<file path="src/rtl/ctrl_pkg.sv">
// Shared definitions for the 4-bit-address computer's controller/sequencer.
// Holds the opcode map, the T-state one-hot codes, the sequencer state type
// and the bit positions of the control word.
// Ports: none (package).
package ctrl_pkg;

  // Opcodes (IR upper nibble)
  localparam logic [3:0] OP_LDA = 4'b0000;
  localparam logic [3:0] OP_ADD = 4'b0001;
  localparam logic [3:0] OP_SUB = 4'b0010;
  localparam logic [3:0] OP_JMP = 4'b0011;
  localparam logic [3:0] OP_JC  = 4'b0100;
  localparam logic [3:0] OP_JZ  = 4'b0101;
  localparam logic [3:0] OP_OUT = 4'b1110;
  localparam logic [3:0] OP_HLT = 4'b1111;

  // T-state one-hot codes as presented on the tstate output
  localparam logic [5:0] T1_OH = 6'b000001;
  localparam logic [5:0] T2_OH = 6'b000010;
  localparam logic [5:0] T3_OH = 6'b000100;
  localparam logic [5:0] T4_OH = 6'b001000;
  localparam logic [5:0] T5_OH = 6'b010000;
  localparam logic [5:0] T6_OH = 6'b100000;

  // The low six bits of each state are its tstate code, so tstate is a
  // plain slice of the state register and reads all zeros when halted.
  typedef enum logic [6:0] {
    ST_T1     = {1'b0, T1_OH},
    ST_T2     = {1'b0, T2_OH},
    ST_T3     = {1'b0, T3_OH},
    ST_T4     = {1'b0, T4_OH},
    ST_T5     = {1'b0, T5_OH},
    ST_T6     = {1'b0, T6_OH},
    ST_HALTED = 7'b1000000
  } state_t;

  // Control-word bit positions
  localparam int CW_PC_EN   = 0;
  localparam int CW_PC_OE   = 1;
  localparam int CW_PC_WE   = 2;
  localparam int CW_MAR_WE  = 3;
  localparam int CW_RAM_OE  = 4;
  localparam int CW_IR_WE   = 5;
  localparam int CW_IR_OE   = 6;
  localparam int CW_A_WE    = 7;
  localparam int CW_A_OE    = 8;
  localparam int CW_B_WE    = 9;
  localparam int CW_ALU_SUB = 10;
  localparam int CW_ALU_OE  = 11;
  localparam int CW_OUT_WE  = 12;
  localparam int CW_W       = 13;

  typedef logic [CW_W-1:0] cw_t;

  // Single-bit mask for one control-word position
  function automatic cw_t cw_bit(input int idx);
    cw_t m;
    m = '0;
    m[idx] = 1'b1;
    return m;
  endfunction

  // Strobes that change state somewhere in the datapath; these only fire
  // on cycles where the sequencer actually advances.
  localparam cw_t CW_STATE_MASK = cw_bit(CW_PC_EN) | cw_bit(CW_PC_WE) |
                                  cw_bit(CW_MAR_WE) | cw_bit(CW_IR_WE) |
                                  cw_bit(CW_A_WE) | cw_bit(CW_B_WE) |
                                  cw_bit(CW_OUT_WE);

endpackage

</file>
<file path="src/rtl/control_sequencer_step_edge.sv">
// step_edge: rising-edge detector for the single-step request.
// Ports:
//   CLK   - system clock
//   RESET - synchronous active-high reset, clears the history register
//   step  - single-step request level
//   pulse - high for the one cycle in which step is 1 and was 0 last cycle
module step_edge (
  input  logic CLK,
  input  logic RESET,
  input  logic step,
  output logic pulse
);

  logic step_q;

  always_ff @(posedge CLK) begin
    if (RESET) step_q <= 1'b0;
    else       step_q <= step;
  end

  assign pulse = step & ~step_q;

endmodule

</file>
<file path="src/rtl/control_sequencer.sv">
// control_sequencer: T-state ring plus instruction decode for the
// 4-bit-address computer. Produces the per-cycle control word from the
// current T-state, the IR opcode and the ALU flags.
// Ports:
//   CLK, RESET            - clock, synchronous active-high reset
//   opcode                - IR upper nibble, stable from T4 onward
//   carry_flag, zero_flag - ALU flags from the last ADD/SUB
//   run, step             - free-run enable / single-step request level
//   pc_en .. out_we       - control word (bus enables and load strobes)
//   halted                - high while halted
//   tstate                - one-hot T-state, zero when halted
module control_sequencer
  import ctrl_pkg::*;
#(
  parameter int OPCODE_W = 4,
  parameter int NUM_T    = 6
) (
  input  logic                CLK,
  input  logic                RESET,
  input  logic [OPCODE_W-1:0] opcode,
  input  logic                carry_flag,
  input  logic                zero_flag,
  input  logic                run,
  input  logic                step,
  output logic                pc_en,
  output logic                pc_oe,
  output logic                pc_we,
  output logic                mar_we,
  output logic                ram_oe,
  output logic                ir_we,
  output logic                ir_oe,
  output logic                a_we,
  output logic                a_oe,
  output logic                b_we,
  output logic                alu_sub,
  output logic                alu_oe,
  output logic                out_we,
  output logic                halted,
  output logic [NUM_T-1:0]    tstate
);

  if (NUM_T != 6) begin : g_bad_num_t
    $error("control_sequencer: NUM_T must be 6");
  end

  state_t state;
  logic   step_pulse;
  logic   adv;
  cw_t    cw_raw;
  cw_t    cw;

  step_edge u_step_edge (
    .CLK   (CLK),
    .RESET (RESET),
    .step  (step),
    .pulse (step_pulse)
  );

  assign adv = run | step_pulse;

  // T-state ring; HALTED is only left through RESET
  always_ff @(posedge CLK) begin
    if (RESET) begin
      state <= ST_T1;
    end else if (adv) begin
      unique case (state)
        ST_T1:     state <= ST_T2;
        ST_T2:     state <= ST_T3;
        ST_T3:     state <= ST_T4;
        ST_T4:     state <= (opcode == OP_HLT) ? ST_HALTED : ST_T5;
        ST_T5:     state <= ST_T6;
        ST_T6:     state <= ST_T1;
        ST_HALTED: state <= ST_HALTED;
        default:   state <= ST_T1;
      endcase
    end
  end

  // Decode table: fetch in T1-T3, per-opcode execute in T4-T6
  always_comb begin
    cw_raw = '0;
    unique case (state)
      ST_T1: cw_raw = cw_bit(CW_PC_OE) | cw_bit(CW_MAR_WE);
      ST_T2: cw_raw = cw_bit(CW_PC_EN);
      ST_T3: cw_raw = cw_bit(CW_RAM_OE) | cw_bit(CW_IR_WE);
      ST_T4: begin
        case (opcode)
          OP_LDA, OP_ADD, OP_SUB: cw_raw = cw_bit(CW_IR_OE) | cw_bit(CW_MAR_WE);
          OP_JMP:                 cw_raw = cw_bit(CW_IR_OE) | cw_bit(CW_PC_WE);
          OP_JC:  if (carry_flag) cw_raw = cw_bit(CW_IR_OE) | cw_bit(CW_PC_WE);
          OP_JZ:  if (zero_flag)  cw_raw = cw_bit(CW_IR_OE) | cw_bit(CW_PC_WE);
          OP_OUT:                 cw_raw = cw_bit(CW_A_OE) | cw_bit(CW_OUT_WE);
          default:                cw_raw = '0;
        endcase
      end
      ST_T5: begin
        case (opcode)
          OP_LDA:  cw_raw = cw_bit(CW_RAM_OE) | cw_bit(CW_A_WE);
          OP_ADD:  cw_raw = cw_bit(CW_RAM_OE) | cw_bit(CW_B_WE);
          OP_SUB:  cw_raw = cw_bit(CW_RAM_OE) | cw_bit(CW_B_WE) | cw_bit(CW_ALU_SUB);
          default: cw_raw = '0;
        endcase
      end
      ST_T6: begin
        case (opcode)
          OP_ADD:  cw_raw = cw_bit(CW_ALU_OE) | cw_bit(CW_A_WE);
          OP_SUB:  cw_raw = cw_bit(CW_ALU_OE) | cw_bit(CW_A_WE) | cw_bit(CW_ALU_SUB);
          default: cw_raw = '0;
        endcase
      end
      default: cw_raw = '0;
    endcase
  end

  // Load strobes only fire on advancing cycles so a held state never
  // double-loads; everything is silenced while RESET is asserted.
  always_comb begin
    cw = cw_raw & ~(CW_STATE_MASK & {CW_W{~adv}});
    if (RESET) cw = '0;
  end

  assign pc_en   = cw[CW_PC_EN];
  assign pc_oe   = cw[CW_PC_OE];
  assign pc_we   = cw[CW_PC_WE];
  assign mar_we  = cw[CW_MAR_WE];
  assign ram_oe  = cw[CW_RAM_OE];
  assign ir_we   = cw[CW_IR_WE];
  assign ir_oe   = cw[CW_IR_OE];
  assign a_we    = cw[CW_A_WE];
  assign a_oe    = cw[CW_A_OE];
  assign b_we    = cw[CW_B_WE];
  assign alu_sub = cw[CW_ALU_SUB];
  assign alu_oe  = cw[CW_ALU_OE];
  assign out_we  = cw[CW_OUT_WE];

  assign halted = (state == ST_HALTED) & ~RESET;
  assign tstate = state[NUM_T-1:0];

endmodule

</file>
<file path="config.mk">
export PLATFORM = sky130hd
export DESIGN_NAME = control_sequencer
export DESIGN_NICKNAME = d
export VERILOG_FILES = /design/src/rtl/ctrl_pkg.sv /design/src/rtl/control_sequencer_step_edge.sv /design/src/rtl/control_sequencer.sv
export SDC_FILE = /design/constraint.sdc
export NUM_CORES = 1
export LEC_CHECK = 0
export CAP_MARGIN = 20
export CORE_MARGIN = 2
export CORE_UTILIZATION = 44
export DETAILED_ROUTE_END_ITERATION = 16
export PLACE_DENSITY = 0.79
export REMOVE_ABC_BUFFERS = 1
export SLEW_MARGIN = 10
export SYNTH_ARGS = -nofsm -noshare
export SYNTH_HDL_FRONTEND = slang
export SYNTH_SLANG_ARGS = --single-unit
</file>
<file path="constraint.sdc">
create_clock -name CLK -period 1.65 [get_ports CLK]
set_input_delay 0.33 -clock CLK [delete_from_list [all_inputs] [get_ports CLK]]
set_output_delay 0.33 -clock CLK [all_outputs]
set_load 0.02 [all_outputs]
</file>
==> results.toml, run 1 <==
[synthesis]
synth_top_area_share_pct = 19.3
async_flop_share_pct = 0
synthCells = 104
synth_fa_ha_area_share_pct = 0
yosys_warnings = 0
synthMuxAreaShare_pct = 3.61
ys_top_cells_by_area = "dfxtp_1 19%, buf_4 6.3%, nor2_1 5.4%"
synth_top_family_by_area = "simple AND/OR/NAND/NOR gates"
syn_area_um2 = 831
synth-seq-cells = 8
yosys.area.top_type = "dfxtp_1"
synth_edf_count = 0
synth.distinct_cells = 45
synth-compound-area-share_pct = 17.8
synthSimpleGateAreaFrac_pct = 43.8
syn_area_per_cell_um2 = 7.99
synth-seq-area-share_pct = 19.3
ys.flop_type = "dfxtp_1"
synth_xor_area_share_pct = 3.16

[die]
num_rows = 15
start_util_pct = 47.6
ioPinCount = 30
die_w_um = 47.5
dieHeight_um = 47.5

[cts]
clockRootBuffer = "clkbuf_4"
h-tree-depth = 1
numClockSinks = 8
numCtsBuffers = 3
postCtsHoldBufs = 0
clk_path_buf_depth = 2

[place]
placed_cell_area_mm2 = 0.00133
gp_congestion = 0.866
dp_hpwl_mm = 2.03
portBuffers = 29

[outcome]
stop_stage = "global routing"
tool.error = "[ERROR DPL-0038] Utilization greater than 100%, impossible to legalize"
outcome = "stopped before the end"

[global_routing]
grt_max_degree = 11

[timing]
worst_endpoint_kind = "output port"
worst_endpoint = "ir_oe"
synthesized netlist by cell type, types with 2 or more instances:
cell,count
buf_4,7
nor2_1,12
a21oi_1,4
xor2_1,3
a2111oi_2,2
nor2b_1,4
nand3b_1,3
o21ai_0,2
mux2i_1,3
nand2_1,7
nor4b_2,2
dfxtp_1,8
buf_6,2
buf_2,4
nand3_1,5
nor3_1,6
nor2_2,2
kinds of logic after synthesis:
group | after synthesis
AO/OA/AOI/OAI | 17
XOR/XNOR | 3
buffers and inverters | 15
flip-flops | 8
multiplexers | 3
AND/OR/NAND/NOR | 58
timing repair:
item | CTS
resized for setup | 156
endpoints found under the hold margin | 0
setup endpoints to repair | 21
gates cloned | 1
pin swaps | 16
buffers inserted | 10
stage by stage:
stage	hold WS [ns]	instances	TNS (ns)	setup slack (ns)
4_1_cts	0.415	193	-2.04	-0.295
3_5_place_dp	0.571	179	-12.04	-1.04
3_3_place_gp	0.557	179	-11.48	-0.984
2_1_floorplan	0.399	90	-1.15	-0.208
==> inputs of run 2 (changes only) <==
--- a/config.mk
+++ b/config.mk
@@ -6,10 +6,10 @@
 export NUM_CORES = 1
 export LEC_CHECK = 0
 export CAP_MARGIN = 20
-export CORE_MARGIN = 2
-export CORE_UTILIZATION = 44
+export CORE_AREA = 2 2 63 65
 export DETAILED_ROUTE_END_ITERATION = 16
-export PLACE_DENSITY = 0.79
+export DIE_AREA = 0 0 65 67
+export PLACE_DENSITY_LB_ADDON = 0.15
 export REMOVE_ABC_BUFFERS = 1
 export SLEW_MARGIN = 10
 export SYNTH_ARGS = -nofsm -noshare
==> results.toml, run 2 <==
[outcome]
outcome = "finished, violations left"
failed_checks = "setup timing"

[final_layout]
largest_reg_flops = 7
top_regs = "state: 7 flops, u_step_edge.step_q: 1 flops"
top_register = "state"
layout_common_cells = "47 x buf_4, 16 x buf_6, 7 x nor2_1, 7 x dlygate4sd2_1"
area_delta_synth_final_pct = 114
nets = 185
antenna_cells = 0
drive_above_1_share_pct = 68.8
layout_commonest_cell = "buf_4"
final_util_pct = 49.3
fillerInstances = 339

[pwr]
p_sw_mw = 0.299
pwr-share-clk_pct = 28.1
p_leak_nw = 0.806
pwr-share-comb_pct = 47.0
ir_drop_v = 0.000366
power_mw = 0.890
sequentialPowerShare_pct = 24.8
p_sw_share_pct = 33.6
p_int_mw = 0.591
p_per_area_mw_per_mm2 = 501

[worst_setup_path]
crit_path_max_incr_delay_ns = 0.33
required_ns = 1.32
arrival_ns = 1.57
critical_path_class = "flop to primary output"
critPathBufInv = 1
crit_path_max_fanout = 3
startpoint_type = "flop"
cp_top_family = "simple AND/OR/NAND/NOR gates"
endpoint_kind = "primary output"
path_cells = "nor3_4 > and4b_2 > nand2_2 > nor4b_2 > buf_4"
crit_slowest_cell = "dfxtp_2"

[routing]
vias_per_cell = 4.74
drc_errors = 0
wl_per_cell_um = 14.3
postRouteAntennaNets = 0
wirelength_mm = 3.17
drtPass1Iterations = 4
vias = 1048
first_iter_violations = 29

[timing]
max-slew-margin-rel_pct = 83.5
hold_ws_ns = 0.464
setup_viol = 12
fmax_ghz = 0.528
fin_crit_ns = 1.90
timing.final.ws_setup_ns = -0.245
skew_ns = 0.00174
fin_crit_sh_pct = 115
worst_pin_slew_ns = 0.245
hold_violations = 0
rsz0062_at_grt = "yes"
maxSlewViolCount = 0

[global_routing]
grt_pass1_wl_mm = 4.95
antenna_found_initial = 0
grt_usage_pct = 15.1
grt_max_degree = 11
grt_pass1_vias = 1051
grt_overflow = 0

[die]
dieHeight_um = 67
fp.dieArea_mm2 = 0.00436
design.core.area_mm2 = 0.00361
num_rows = 22
ioPinCount = 30
die_w_um = 65
start_util_pct = 23.0

[synthesis]
yosys.area.top_type = "dfxtp_1"
synth_edf_count = 0
synth-seq-cells = 8
yosysMostFrequentCell = "nor2_1"
yosys_warnings = 0
synth-seq-area-share_pct = 19.3
synth.distinct_cells = 45
ys.flop_type = "dfxtp_1"
synth_top_area_share_pct = 19.3
async_flop_share_pct = 0
synthCells = 104
ys_top_cells_by_area = "dfxtp_1 19%, buf_4 6.3%, nor2_1 5.4%"
syn_area_um2 = 831
synth_commonest_cells = "12 x nor2_1, 8 x dfxtp_1, 7 x buf_4, 7 x nand2_1, 6 x nor3_1"
syn_area_per_cell_um2 = 7.99

[cts]
numClockSinks = 8
clockRootBuffer = "clkbuf_8"
numCtsBuffers = 3
cts_tree = "built"
h-tree-depth = 1
clock_latency_ns = 0.24
clk_path_buf_depth = 2
clkTransAtPathRegs_ns = 0.04

[place]
gp_congestion = 0.766
dp_hpwl_mm = 2.10
portBuffers = 29

[hold_path]
hold_path_class = "input pin to flop"

[job]
drv_cap = 0
==> run 2: cell counts after synthesis <==
No cell type changed its count.
==> run 2: path summary, 6_finish.rpt <==
check,start,slack [ns],end,cells past startpoint
hold reg to reg,state[1],0.61,state[1],3
setup / recovery,state[1],-0.25,pc_we,5
hold / removal,step,0.46,u_step_edge.step_q,2
setup reg to reg,state[2],0.22,state[0],6
==> run 2: final cells by class <==
cell class	instances	area, um^2	share of cell area, %
timing repair buffer	80	732	41.2
clock buffer	3	41.3	2.32
inverter	1	3.75	0.211
sequential	8	181	10.2
tap	48	60.1	3.38
multi-input combinational	81	759	42.7
==> run 2: through the flow <==
step / instance area [um^2] / worst slack, ns / setup TNS [ns] / instances
2_1_floorplan: 732 / -0.208 / -1.15 / 90
3_3_place_gp: 1380 / -1.02 / -11.68 / 205
3_5_place_dp: 1380 / -1.06 / -11.83 / 205
4_1_cts: 1560 / -0.262 / -2.07 / 215
5_1_grt: 1780 / -0.312 / -2.43 / 221
6_report: 1780 / -0.245 / -1.65 / 221
==> run 2: power groups by stage <==
stage	registers (mW)	clock network, mW	logic, mW
finish	0.221	0.250	0.419
global route	0.222	0.268	0.446
CTS	0.220	0.255	0.356
detailed placement	0.223	0	0.305
global placement	0.222	0	0.304
floorplan	0.234	0	0.103
==> run 2: routing by layer <==
layer	track usage (%)	vias to the layer above	share of wire (%)
li1	-	513	-
met5	0	-	0
met4	6.38	0	1.5
met1	18.4	501	43
met2	26.5	29	50
met3	1.86	5	4.7
==> run 2: repair_timing <==
item,CTS,global route
setup endpoints to repair,20,16
cloned,1,0
pin swaps,8,14
buffers inserted,6,7
hold endpoints to repair,0,0
hold buffers,0,0
gates resized for setup,124,55
==> run 2: kinds of logic (layout without fill, tap and decap cells) <==
group	count (synthesis)	count (layout)	share of synthesized area, %
mux	3	3	3.61
buf+inv	15	84	12.3
simple gates	58	58	43.8
flops	8	8	19.3
xor+xnor	3	3	3.16
compound gates	17	17	17.8
No activity file was read; power rests on OpenSTA's default activity.
